===== src/rtl/layer_sequencer.sv =====
// Drives a chain of NUM_LAYERS matmul layers through one forward pass, then backprop in reverse order.
// Optional watchdog on every layer wait is compiled in with `define SEQ_TIMEOUT_EN.
module layer_sequencer #(
  parameter int NUM_LAYERS  = 3,
  parameter int TIMEOUT_CYC = 255
) (
  input  logic                      clk,
  input  logic                      reset,
  input  logic                      start,
  input  logic [62:0]               sample_in,
  input  logic [62:0]               target_in,
  output logic                      busy,
  output logic                      done,
  output logic [62:0]               result_out,
  output logic                      err,
  output logic [NUM_LAYERS-1:0]     l_mult,
  output logic [NUM_LAYERS-1:0]     l_backprop,
  output logic [NUM_LAYERS-1:0]     l_ack,
  output logic [NUM_LAYERS-1:0]     l_output_layer,
  input  logic [NUM_LAYERS-1:0]     l_valid,
  output logic [63*NUM_LAYERS-1:0]  l_in,
  input  logic [63*NUM_LAYERS-1:0]  l_out,
  output logic [3:0]                dbg_state
);

  // Layer handshake: a layer result is taken on the first cycle l_valid[cur] is
  // seen in a WAIT state; l_ack[cur] then stays high until l_valid[cur] drops.
  typedef enum logic [3:0] {
    S_IDLE      = 4'd0,
    S_FWD_ISSUE = 4'd1,
    S_FWD_WAIT  = 4'd2,
    S_FWD_ACK   = 4'd3,
    S_BWD_ISSUE = 4'd4,
    S_BWD_WAIT  = 4'd5,
    S_BWD_ACK   = 4'd6,
    S_DONE      = 4'd7,
    S_ERROR     = 4'd8
  } state_t;

  localparam logic [1:0] LAST = 2'(NUM_LAYERS - 1);

  state_t                  r_state;
  state_t                  w_next;
  logic [1:0]              r_cur;
  logic [62:0]             r_vec;
  logic [62:0]             r_result;
  logic [62:0]             r_l_in [NUM_LAYERS];
  logic [NUM_LAYERS-1:0]   r_l_ack;
  logic [NUM_LAYERS-1:0]   w_cur_onehot;
  logic                    w_valid_cur;
  logic [62:0]             w_out_cur;
  logic                    w_tmo_hit;
  logic                    w_lin_we;
  logic [1:0]              w_lin_idx;
  logic [62:0]             w_lin_val;

  always_comb begin
    w_valid_cur  = 1'b0;
    w_out_cur    = '0;
    w_cur_onehot = '0;
    for (int n = 0; n < NUM_LAYERS; n++) begin
      if (r_cur == 2'(n)) begin
        w_valid_cur     = l_valid[n];
        w_out_cur       = l_out[63*n +: 63];
        w_cur_onehot[n] = 1'b1;
      end
    end
  end

`ifdef SEQ_TIMEOUT_EN
  localparam int TW = (TIMEOUT_CYC < 2) ? 1 : $clog2(TIMEOUT_CYC);

  logic [TW-1:0] r_tmo;
  logic          r_err;
  logic          w_in_wait;

  assign w_in_wait = (r_state == S_FWD_WAIT) || (r_state == S_FWD_ACK) ||
                     (r_state == S_BWD_WAIT) || (r_state == S_BWD_ACK);
  assign w_tmo_hit = w_in_wait && (r_tmo == TW'(TIMEOUT_CYC - 1));

  // Any state change restarts the count, so each wait/ack phase gets its own budget.
  always_ff @(posedge clk or posedge reset) begin
    if (reset) begin
      r_tmo <= '0;
    end else if (w_next != r_state) begin
      r_tmo <= '0;
    end else if (w_in_wait) begin
      r_tmo <= r_tmo + 1'b1;
    end
  end

  always_ff @(posedge clk or posedge reset) begin
    if (reset) begin
      r_err <= 1'b0;
    end else if (w_next == S_ERROR) begin
      r_err <= 1'b1;
    end
  end

  assign err = r_err;
`else
  // Watchdog compiled out: never fires, waits are unbounded.
  assign w_tmo_hit = (TIMEOUT_CYC < 0);
  assign err       = 1'b0;
`endif

  always_ff @(posedge clk or posedge reset) begin
    if (reset) begin
      r_state <= S_IDLE;
    end else begin
      r_state <= w_next;
    end
  end

  always_comb begin
    w_next     = r_state;
    busy       = 1'b1;
    done       = 1'b0;
    l_mult     = '0;
    l_backprop = '0;
    case (r_state)
      S_IDLE: begin
        busy = 1'b0;
        if (start) w_next = S_FWD_ISSUE;
      end
      S_FWD_ISSUE: begin
        l_mult = w_cur_onehot;
        w_next = S_FWD_WAIT;
      end
      S_FWD_WAIT: begin
        if (w_valid_cur)    w_next = S_FWD_ACK;
        else if (w_tmo_hit) w_next = S_ERROR;
      end
      S_FWD_ACK: begin
        if (!w_valid_cur)   w_next = (r_cur == LAST) ? S_BWD_ISSUE : S_FWD_ISSUE;
        else if (w_tmo_hit) w_next = S_ERROR;
      end
      S_BWD_ISSUE: begin
        l_backprop = w_cur_onehot;
        w_next     = S_BWD_WAIT;
      end
      S_BWD_WAIT: begin
        if (w_valid_cur)    w_next = S_BWD_ACK;
        else if (w_tmo_hit) w_next = S_ERROR;
      end
      S_BWD_ACK: begin
        if (!w_valid_cur)   w_next = (r_cur == 2'd0) ? S_DONE : S_BWD_ISSUE;
        else if (w_tmo_hit) w_next = S_ERROR;
      end
      S_DONE: begin
        done   = 1'b1;
        w_next = S_IDLE;
      end
      S_ERROR: begin
        busy   = 1'b0;
        w_next = S_ERROR;
      end
      default: begin
        w_next = S_IDLE;
      end
    endcase
  end

  // l_in of the next layer is loaded as soon as its input is known, so it is
  // already stable at least one cycle before that layer's start strobe.
  always_comb begin
    w_lin_we  = 1'b0;
    w_lin_idx = r_cur;
    w_lin_val = w_out_cur;
    case (r_state)
      S_IDLE: begin
        if (start) begin
          w_lin_we  = 1'b1;
          w_lin_idx = 2'd0;
          w_lin_val = sample_in;
        end
      end
      S_FWD_WAIT: begin
        if (w_valid_cur) begin
          w_lin_we = 1'b1;
          if (r_cur != LAST) w_lin_idx = r_cur + 2'd1;
          else               w_lin_val = target_in;
        end
      end
      S_FWD_ACK: begin
        if (r_cur == LAST) begin
          w_lin_we  = 1'b1;
          w_lin_val = target_in;
        end
      end
      S_BWD_WAIT: begin
        if (w_valid_cur && (r_cur != 2'd0)) begin
          w_lin_we  = 1'b1;
          w_lin_idx = r_cur - 2'd1;
        end
      end
      default: begin
        w_lin_we = 1'b0;
      end
    endcase
  end

  always_ff @(posedge clk or posedge reset) begin
    if (reset) begin
      r_cur    <= 2'd0;
      r_vec    <= '0;
      r_result <= '0;
      r_l_ack  <= '0;
      for (int n = 0; n < NUM_LAYERS; n++) r_l_in[n] <= '0;
    end else begin
      for (int n = 0; n < NUM_LAYERS; n++) begin
        if (w_lin_we && (w_lin_idx == 2'(n))) r_l_in[n] <= w_lin_val;
      end
      case (r_state)
        S_IDLE: begin
          if (start) begin
            r_cur <= 2'd0;
            r_vec <= sample_in;
          end
        end
        S_FWD_WAIT, S_BWD_WAIT: begin
          if (w_valid_cur) begin
            r_vec   <= w_out_cur;
            r_l_ack <= w_cur_onehot;
          end
        end
        S_FWD_ACK: begin
          if (w_next != S_FWD_ACK) r_l_ack <= '0;
          if (w_next == S_FWD_ISSUE) r_cur <= r_cur + 2'd1;
          if (w_next == S_BWD_ISSUE) begin
            r_result <= r_vec;
            r_vec    <= target_in;
          end
        end
        S_BWD_ACK: begin
          if (w_next != S_BWD_ACK) r_l_ack <= '0;
          if (w_next == S_BWD_ISSUE) r_cur <= r_cur - 2'd1;
        end
        default: begin
          r_l_ack <= '0;
        end
      endcase
    end
  end

  for (genvar g = 0; g < NUM_LAYERS; g++) begin : g_lin
    assign l_in[63*g +: 63] = r_l_in[g];
  end

  assign l_ack          = r_l_ack;
  assign result_out     = r_result;
  assign l_output_layer = {1'b1, {(NUM_LAYERS-1){1'b0}}};
  assign dbg_state      = r_state;

endmodule


===== config.mk =====
export PLATFORM = sky130hd
export DESIGN_NAME = layer_sequencer
export DESIGN_NICKNAME = d
export VERILOG_FILES = /design/src/rtl/layer_sequencer.sv
export SDC_FILE = /design/constraint.sdc
export NUM_CORES = 1
export LEC_CHECK = 0
export ABC_CLOCK_PERIOD_IN_PS = 16100
export CAP_MARGIN = 10
export CORE_AREA = 8 8 221 223
export DETAILED_ROUTE_END_ITERATION = 7
export DIE_AREA = 0 0 229 231
export DONT_BUFFER_PORTS = 1
export SYNTH_ARGS = -nofsm -noshare
export SYNTH_HDL_FRONTEND = slang
export SYNTH_SLANG_ARGS = --single-unit

===== constraint.sdc =====
create_clock -name clk -period 16.1 [get_ports clk]
set_input_delay 1.61 -clock clk [delete_from_list [all_inputs] [get_ports clk]]
set_output_delay 1.61 -clock clk [all_outputs]
set_load 0.02 [all_outputs]

==> results.md, run 1 <==
- Synth Area in Compound Gates: a little over a fifth
- Count of cells along the worst register-to-register path: 9
- Power Density: between 200 and 300 nW/um^2
- Commonest non-fill, non-tap cells in the layout: 324 x dfrtp_1, 259 x o21ai_0, 247 x mux2_2
- Core region area: 45100 sq um
- Net count, final: roughly 1800
- Number of global-route vias before repair: about 13000
- Startpoint type of the worst setup path: flop
- Die width: approximately 230 microns
- Synthesized area divided by synthesized cell count: approximately 11 sq um
- Fmax achieved: about 0.22 GHz
- Final clock skew: approximately 0.014 ns
- Type of element capturing the critical path: flop
- Register bit total from synthesis: about 320
- Clock period minus worst slack: 4.56 ns
- Post-route DRC violation count: 0
- Antenna violations before repair: 5
- Number of setup buffers added after CTS: 0
- Number of distinct library cells after synthesis: between 50 and 60
- Syn-to-layout area delta: 10.8%
- Share of cells above drive strength 1: between 20% and 30%
- Sinks on Clock Net: 324
- Placed wire-length estimate after detailed placement: 43400 microns
- Die area: ~53000 sq um
- Count of buffers inserted at the top-level ports: 0
- Final setup fails: 0
- Clock-pin slew reported for the worst setup and hold paths after clock tree synthesis: 0.06 ns
- Post-cts repair resize count: 0
- Mapped Area: approximately 16000 sq um
- Clock latency on the worst-skew pair: between 0.5 and 0.6 ns
- Length of the first detailed-routing pass in iterations: 5
- Total number of placement rows: just under 80
- Number of CTS-inserted buffers: 39
- Number of enable flip-flop cells after synthesis: 0
- Critical Path AT: around 5.0 ns
- Iteration-0 DRC Markers: approximately 850
- Root Buffer Master: clkbuf_16
- Final WL: between 50000 and 60000 microns
- Portion of synthesized cell area occupied by the leading cell type: approximately half
- Outcome: complete, no violations
- Global-route wire length before repair: around 86000 microns
- Leakage power summed over all cells: 7.56 nW
- Slew margin rel.: between 10% and 20%
- Number of H-tree levels: 2
- Y dimension of the die: about 230 microns
- Sequential element share of the synthesized area: approximately half
- Library cell with the largest summed area after synthesis: dfrtp_1
- Post-synthesis simple-gate area fraction: under 10%
- Maximum ir drop on the vdd rail: around 0.15 mV
- Worst-case clock buffer depth: 3
- Cell types occupying the most area after synthesis: dfrtp_1 50%, mux2_2 17%, o21ai_0 8.0%, a221oi_1 3.4%, nand2_1 3.1%
- Setup repair after global routing missed its margin: false
- Maximum fanout along the worst path: 58
- Global route total overflow: 0
- Largest family of logic cells by synthesized area: compound AO/OA/AOI/OAI gates
- Routed Antenna Nets: 0
- Final hold vios: 0
- Async set or reset register ratio after synthesis: between 90% and 100%
- Via count: approximately 13000
- CTS Hold Bufs: 0
- Most common cell after layout, fill and taps aside: dfrtp_1
- Fin Setup TNS: 0 ns
- Adder and majority gate portion of the synthesized area: less than 1%
- Post-DR wirelength/cell: 28.3 microns
- Combined global-route utilization of all metal layers: around a fifth
- Mux share of post-synthesis cell area: between 10% and 20%
- Count of pins over their slew limit: 0
- Post-synthesis instance total: 1522
- Least-Margin Pin Slew: around 1.3 ns
- Final critical-path share of the clock period: 28.3%
- Top-level I/O count: about 590
- Synth Area in XOR/XNOR: 0%
- Number of cells on the worst hold path: 2
- HP Class: flop to flop
- Pin count of the biggest net entering global routing: 166
- Total number of yosys warnings: 0
- Vias per std cell: 6.03
- Initial core utilization: 35.8%
- Worst path required time: about 17 ns
- Critical setup path kind: flop to flop
- Clock tree from TritonCTS: yes
- Number of max-capacitance violations reported: 0
- Finished Core Util: slightly below 40%
- Main flop type after synthesis: dfrtp_1
- Routability congestion estimate from global placement: around 0.88
## stage by stage
stage | instances | cell area (sq um) | power [mW] | hold WS [ns] | setup slack, ns
finish | 2084 | 17900 | 4.95 | 0.472 | 11.54
global route | 2083 | 17900 | 5.26 | 0.500 | 11.24
CTS | 2082 | 17900 | 4.99 | 0.478 | 11.45
detailed placement | 2012 | 16600 | 4.09 | 0.465 | 11.04
global placement | 2012 | 16600 | 4.03 | 0.455 | 11.14
floorplan | 1524 | 16200 | 3.33 | 0.444 | 5.52
## final cells by class
| class | count | area, sq um |
|---|---|---|
| clock buffer | 57 | 1190 |
| inverter | 9 | 43.8 |
| antenna | 2 | 5.00 |
| tap | 600 | 751 |
| sequential | 324 | 8110 |
| fill | 4366 | 27200 |
| clock inverter | 13 | 109 |
| timing repair buffer | 22 | 178 |
| multi-input combinational | 1057 | 7510 |
## routing by layer
metal	track usage, %	wire length (microns)	vias up
li1	-	-	5441
met2	37.1	29500	720
met4	9.60	2380	0
met5	0	0	-
met1	22.6	21000	6284
met3	7.87	6190	122
## cell usage after synthesis (all sizes together) (4+ instances only)
cell type,count
a21o,4
a22oi,64
mux2,253
a21oi,71
o21ai,261
a221oi,64
dfrtp,324
buf,39
nand2,134
nor3,4
inv,9
and3,9
nor2,79
clkbuf,95
ha,4
o21a,63
## worst paths after layout
kind | startpoint | to | slack [ns]
min in group asynchronous | reset | l_in[50]$_DFFE_PP0P_ | 1.04
max in group asynchronous | reset | l_in[152]$_DFFE_PP0P_ | 13.62
hold / removal | r_vec[36]$_DFFE_PP0P_ | r_vec[36]$_DFFE_PP0P_ | 0.47
setup reg to reg | r_cur[1]$_DFFE_PP0P_ | l_in[96]$_DFFE_PP0P_ | 11.54
hold reg to reg | r_vec[36]$_DFFE_PP0P_ | r_vec[36]$_DFFE_PP0P_ | 0.47
setup / recovery | r_cur[1]$_DFFE_PP0P_ | l_in[96]$_DFFE_PP0P_ | 11.54
## cell families after synthesis
family / count (synthesis)
AO/OA/AOI/OAI: 546
adder cells (fa/ha/maj): 4
buffers and inverters: 143
flip-flops: 324
multiplexers: 256
other: 2
AND/OR/NAND/NOR: 247
## registers in the layout, summed over array words and instances, names as in the netlist
register / cells
l_in: 189
r_vec: 63
result_out: 63
dbg_state: 4
l_ack: 3
r_cur: 2
## critical path, cell delays in order (launching register included)
cell and delay [ns]:
dfrtp_1 0.44, inv_1 0.23, ha_4 0.57, a21o_1 0.32, o21ai_4 0.19, o32ai_2 0.53
o211ai_1 0.23, nor2_4 0.87, buf_4 0.61, mux2_2 0.40
## where the power goes
group | switching, mW | leakage, nW | internal, mW
clock | 0.346 | 0.635 | 0.528
combinational | 1.40 | 2.79 | 0.846
sequential | 0.650 | 4.14 | 1.18
(Power assumes the default switching activity.)
==> run 2: changes to the inputs <==
--- a/config.mk
+++ b/config.mk
@@ -5,11 +5,11 @@
 export SDC_FILE = /design/constraint.sdc
 export NUM_CORES = 1
 export LEC_CHECK = 0
-export ABC_CLOCK_PERIOD_IN_PS = 16100
+export ABC_CLOCK_PERIOD_IN_PS = 4400
 export CAP_MARGIN = 10
-export CORE_AREA = 8 8 221 223
+export CORE_AREA = 8 8 223 225
 export DETAILED_ROUTE_END_ITERATION = 7
-export DIE_AREA = 0 0 229 231
+export DIE_AREA = 0 0 231 233
 export DONT_BUFFER_PORTS = 1
 export SYNTH_ARGS = -nofsm -noshare
 export SYNTH_HDL_FRONTEND = slang
==> constraint.sdc (replaced) <==
create_clock -name clk -period 4.4 [get_ports clk]
set_input_delay 0.44 -clock clk [delete_from_list [all_inputs] [get_ports clk]]
set_output_delay 0.44 -clock clk [all_outputs]
set_load 0.02 [all_outputs]
==> results.md, run 2 (synthesis results as in run 1) <==
- Worst R2R Setup Slack: 0.84 ns
- Type of element capturing the critical path: flop
- Placed wire-length estimate after detailed placement: 44300 microns
- Routed Antenna Nets: 0
- Die area: between 50000 and 60000 sq um
- Outcome: complete, no violations
- Final hold vios: 0
- Worst path required time: ~4.8 ns
- Global route total overflow: 0
- Final setup fails: 0
- Clock latency on the worst-skew pair: around 0.53 ns
- Net count, final: around 1800
- Total number of placement rows: about 80
- Clock-pin slew reported for the worst setup and hold paths after clock tree synthesis: around 0.060 ns
- Worst-case clock buffer depth: 3
- Post-DR wirelength/cell: 28.2 microns
- Number of setup buffers added after CTS: 0
- Critical setup path kind: flop to flop
- Initial core utilization: 35.1%
- Number of filler instances in the final layout: 4462
- Sinks on Clock Net: between 300 and 400
- Worst setup timing slack at the placement stage: approximately 0.88 ns
- Fmax achieved: between 0.2 and 0.3 GHz
- Length of the first detailed-routing pass in iterations: 5
- Commonest non-fill, non-tap cells in the layout: 324 x dfrtp_1, 259 x o21ai_0, 247 x mux2_2
- Slew margin rel.: between 20% and 30%
- Startpoint type of the worst setup path: flop
- Routability congestion estimate from global placement: 0.864
- Y dimension of the die: ~230 microns
- Number of H-tree levels: 2
- Leakage power summed over all cells: about 7.7 nW
- Maximum fanout along the worst path: between 50 and 60
- Clock period minus worst slack: ~3.6 ns
- Final clock skew: approximately 0.013 ns
- Critical Path AT: between 3 and 4 ns
- Least-Margin Pin Slew: 1.12 ns
- Count of buffers inserted at the top-level ports: 0
- Number of cells on the worst hold path: 2
- Root Buffer Master: clkbuf_16
- Antenna violations before repair: 5
- HP Class: primary input to flop
- Final critical-path share of the clock period: a little over 80%
- Core region area: between 40000 and 50000 sq um
- Count of pins over their slew limit: 0
- Design Power: 18.4 mW
- Post-cts repair resize count: 0
- Most common cell after layout, fill and taps aside: dfrtp_1
- Combined global-route utilization of all metal layers: between 20% and 30%
- Vias per std cell: 6.04
- Number of max-capacitance violations reported: 0
- Die width: approximately 230 microns
- Pin count of the biggest net entering global routing: 122
- Largest register FFs: between 150 and 200
- Critical path destination: l_in[151]$_DFFE_PP0P_
- Clock tree from TritonCTS: yes
- Maximum ir drop on the vdd rail: between 0.6 and 0.7 mV
- Setup repair after global routing missed its margin: false
- Post-route DRC violation count: 0
- Iteration-0 DRC Markers: 968
- Post-route worst setup slack: roughly 0.84 ns
- Global-route wire length before repair: 86500 microns
- Share of cells above drive strength 1: 24.8%
- Worst flop-to-flop path endpoint: l_in[151]$_DFFE_PP0P_
- Start of the worst register-to-register path: r_cur[1]$_DFFE_PP0P_
- Syn-to-layout area delta: 12.2%
- Via count: between 10000 and 15000
- Count of cells along the worst register-to-register path: 9
- Critical Path Source: r_cur[1]$_DFFE_PP0P_
- Finished Core Util: between 30 and 40%
- Top-level I/O count: 592
- Final WL: roughly 59000 microns
- Fin Setup TNS: 0 ns
- Number of CTS-inserted buffers: 37
- Power Density: roughly 1000 nW/um^2
- Number of global-route vias before repair: roughly 13000
run 2: changes by cell type in the layout (fill, tap and decap cells not counted), sizes merged:
cell,previous run,this run
diode,2,3
dlygate4sd3,0,1
bufinv,1,4
buf,22,37
inv,11,10
clkinvlp,3,2
clkbuf,57,52
clkinv,7,6
run 2: final cells by class:
cell class / instances / area [sq um] / share of cell area [%]
clock buffers: 52 / 1110 / 6.15
inverters: 9 / 40.0 / 0.221
well taps: 607 / 759 / 4.19
diodes: 3 / 7.51 / 0.0414
clock inverters: 13 / 186 / 1.03
repair buffers: 38 / 400 / 2.21
multi-input cells: 1057 / 7510 / 41.4
flip-flops and latches: 324 / 8110 / 44.7
run 2: per-layer routing:
| layer | wire, microns | share of wire, % | track usage, % |
|---|---|---|---|
| met5 | 13 | 0.022 | 0 |
| met2 | 29600 | 50 | 36.9 |
| met4 | 1970 | 3.3 | 7.66 |
| met3 | 6250 | 11 | 7.55 |
| met1 | 21500 | 36 | 23.3 |
run 2: critical path, cell delays in order (launching register included):
cell and delay (ns):
dfrtp_1 0.42, inv_1 0.21, ha_4 0.50, and3b_1 0.29, o21ai_4 0.49, a211o_1 0.25
o21ai_0 0.18, nand3_4 0.13, buf_4 0.49, mux2_2 0.41
run 2: report_power, final:
part           internal, mW  switching (mW)
Combinational          3.23            5.25
Clock                  2.01            1.24
Sequential             4.32            2.30
Total                  9.56            8.79
run 2: worst min-delay path by stage:
| stage | start | to | slack [ns] |
|---|---|---|---|
| floorplan | r_vec[0]$_DFFE_PP0P_ | r_vec[0]$_DFFE_PP0P_ | 0.44 |
| global placement | r_vec[21]$_DFFE_PP0P_ | r_vec[21]$_DFFE_PP0P_ | 0.46 |
| detailed placement | reset | l_in[55]$_DFFE_PP0P_ | 0.47 |
| CTS | target_in[10] | r_vec[10]$_DFFE_PP0P_ | 0.08 |
| global route | sample_in[46] | r_vec[46]$_DFFE_PP0P_ | 0.11 |
| finish | sample_in[60] | r_vec[60]$_DFFE_PP0P_ | 0.12 |
run 2: metrics by stage:
stage	hold slack, ns	std cells	area (sq um)
floorplan	0.444	1524	16200
global placement	0.455	2034	16800
detailed placement	0.465	2034	16800
CTS	0.0803	2100	18100
global route	0.108	2102	18100
finish	0.121	2103	18100
run 2: what timing repair did:
action / in CTS / in global routing
setup endpoints to repair: 0 / 0
hold buffers: 1 / 0
hold endpoints to repair: 30 / 0
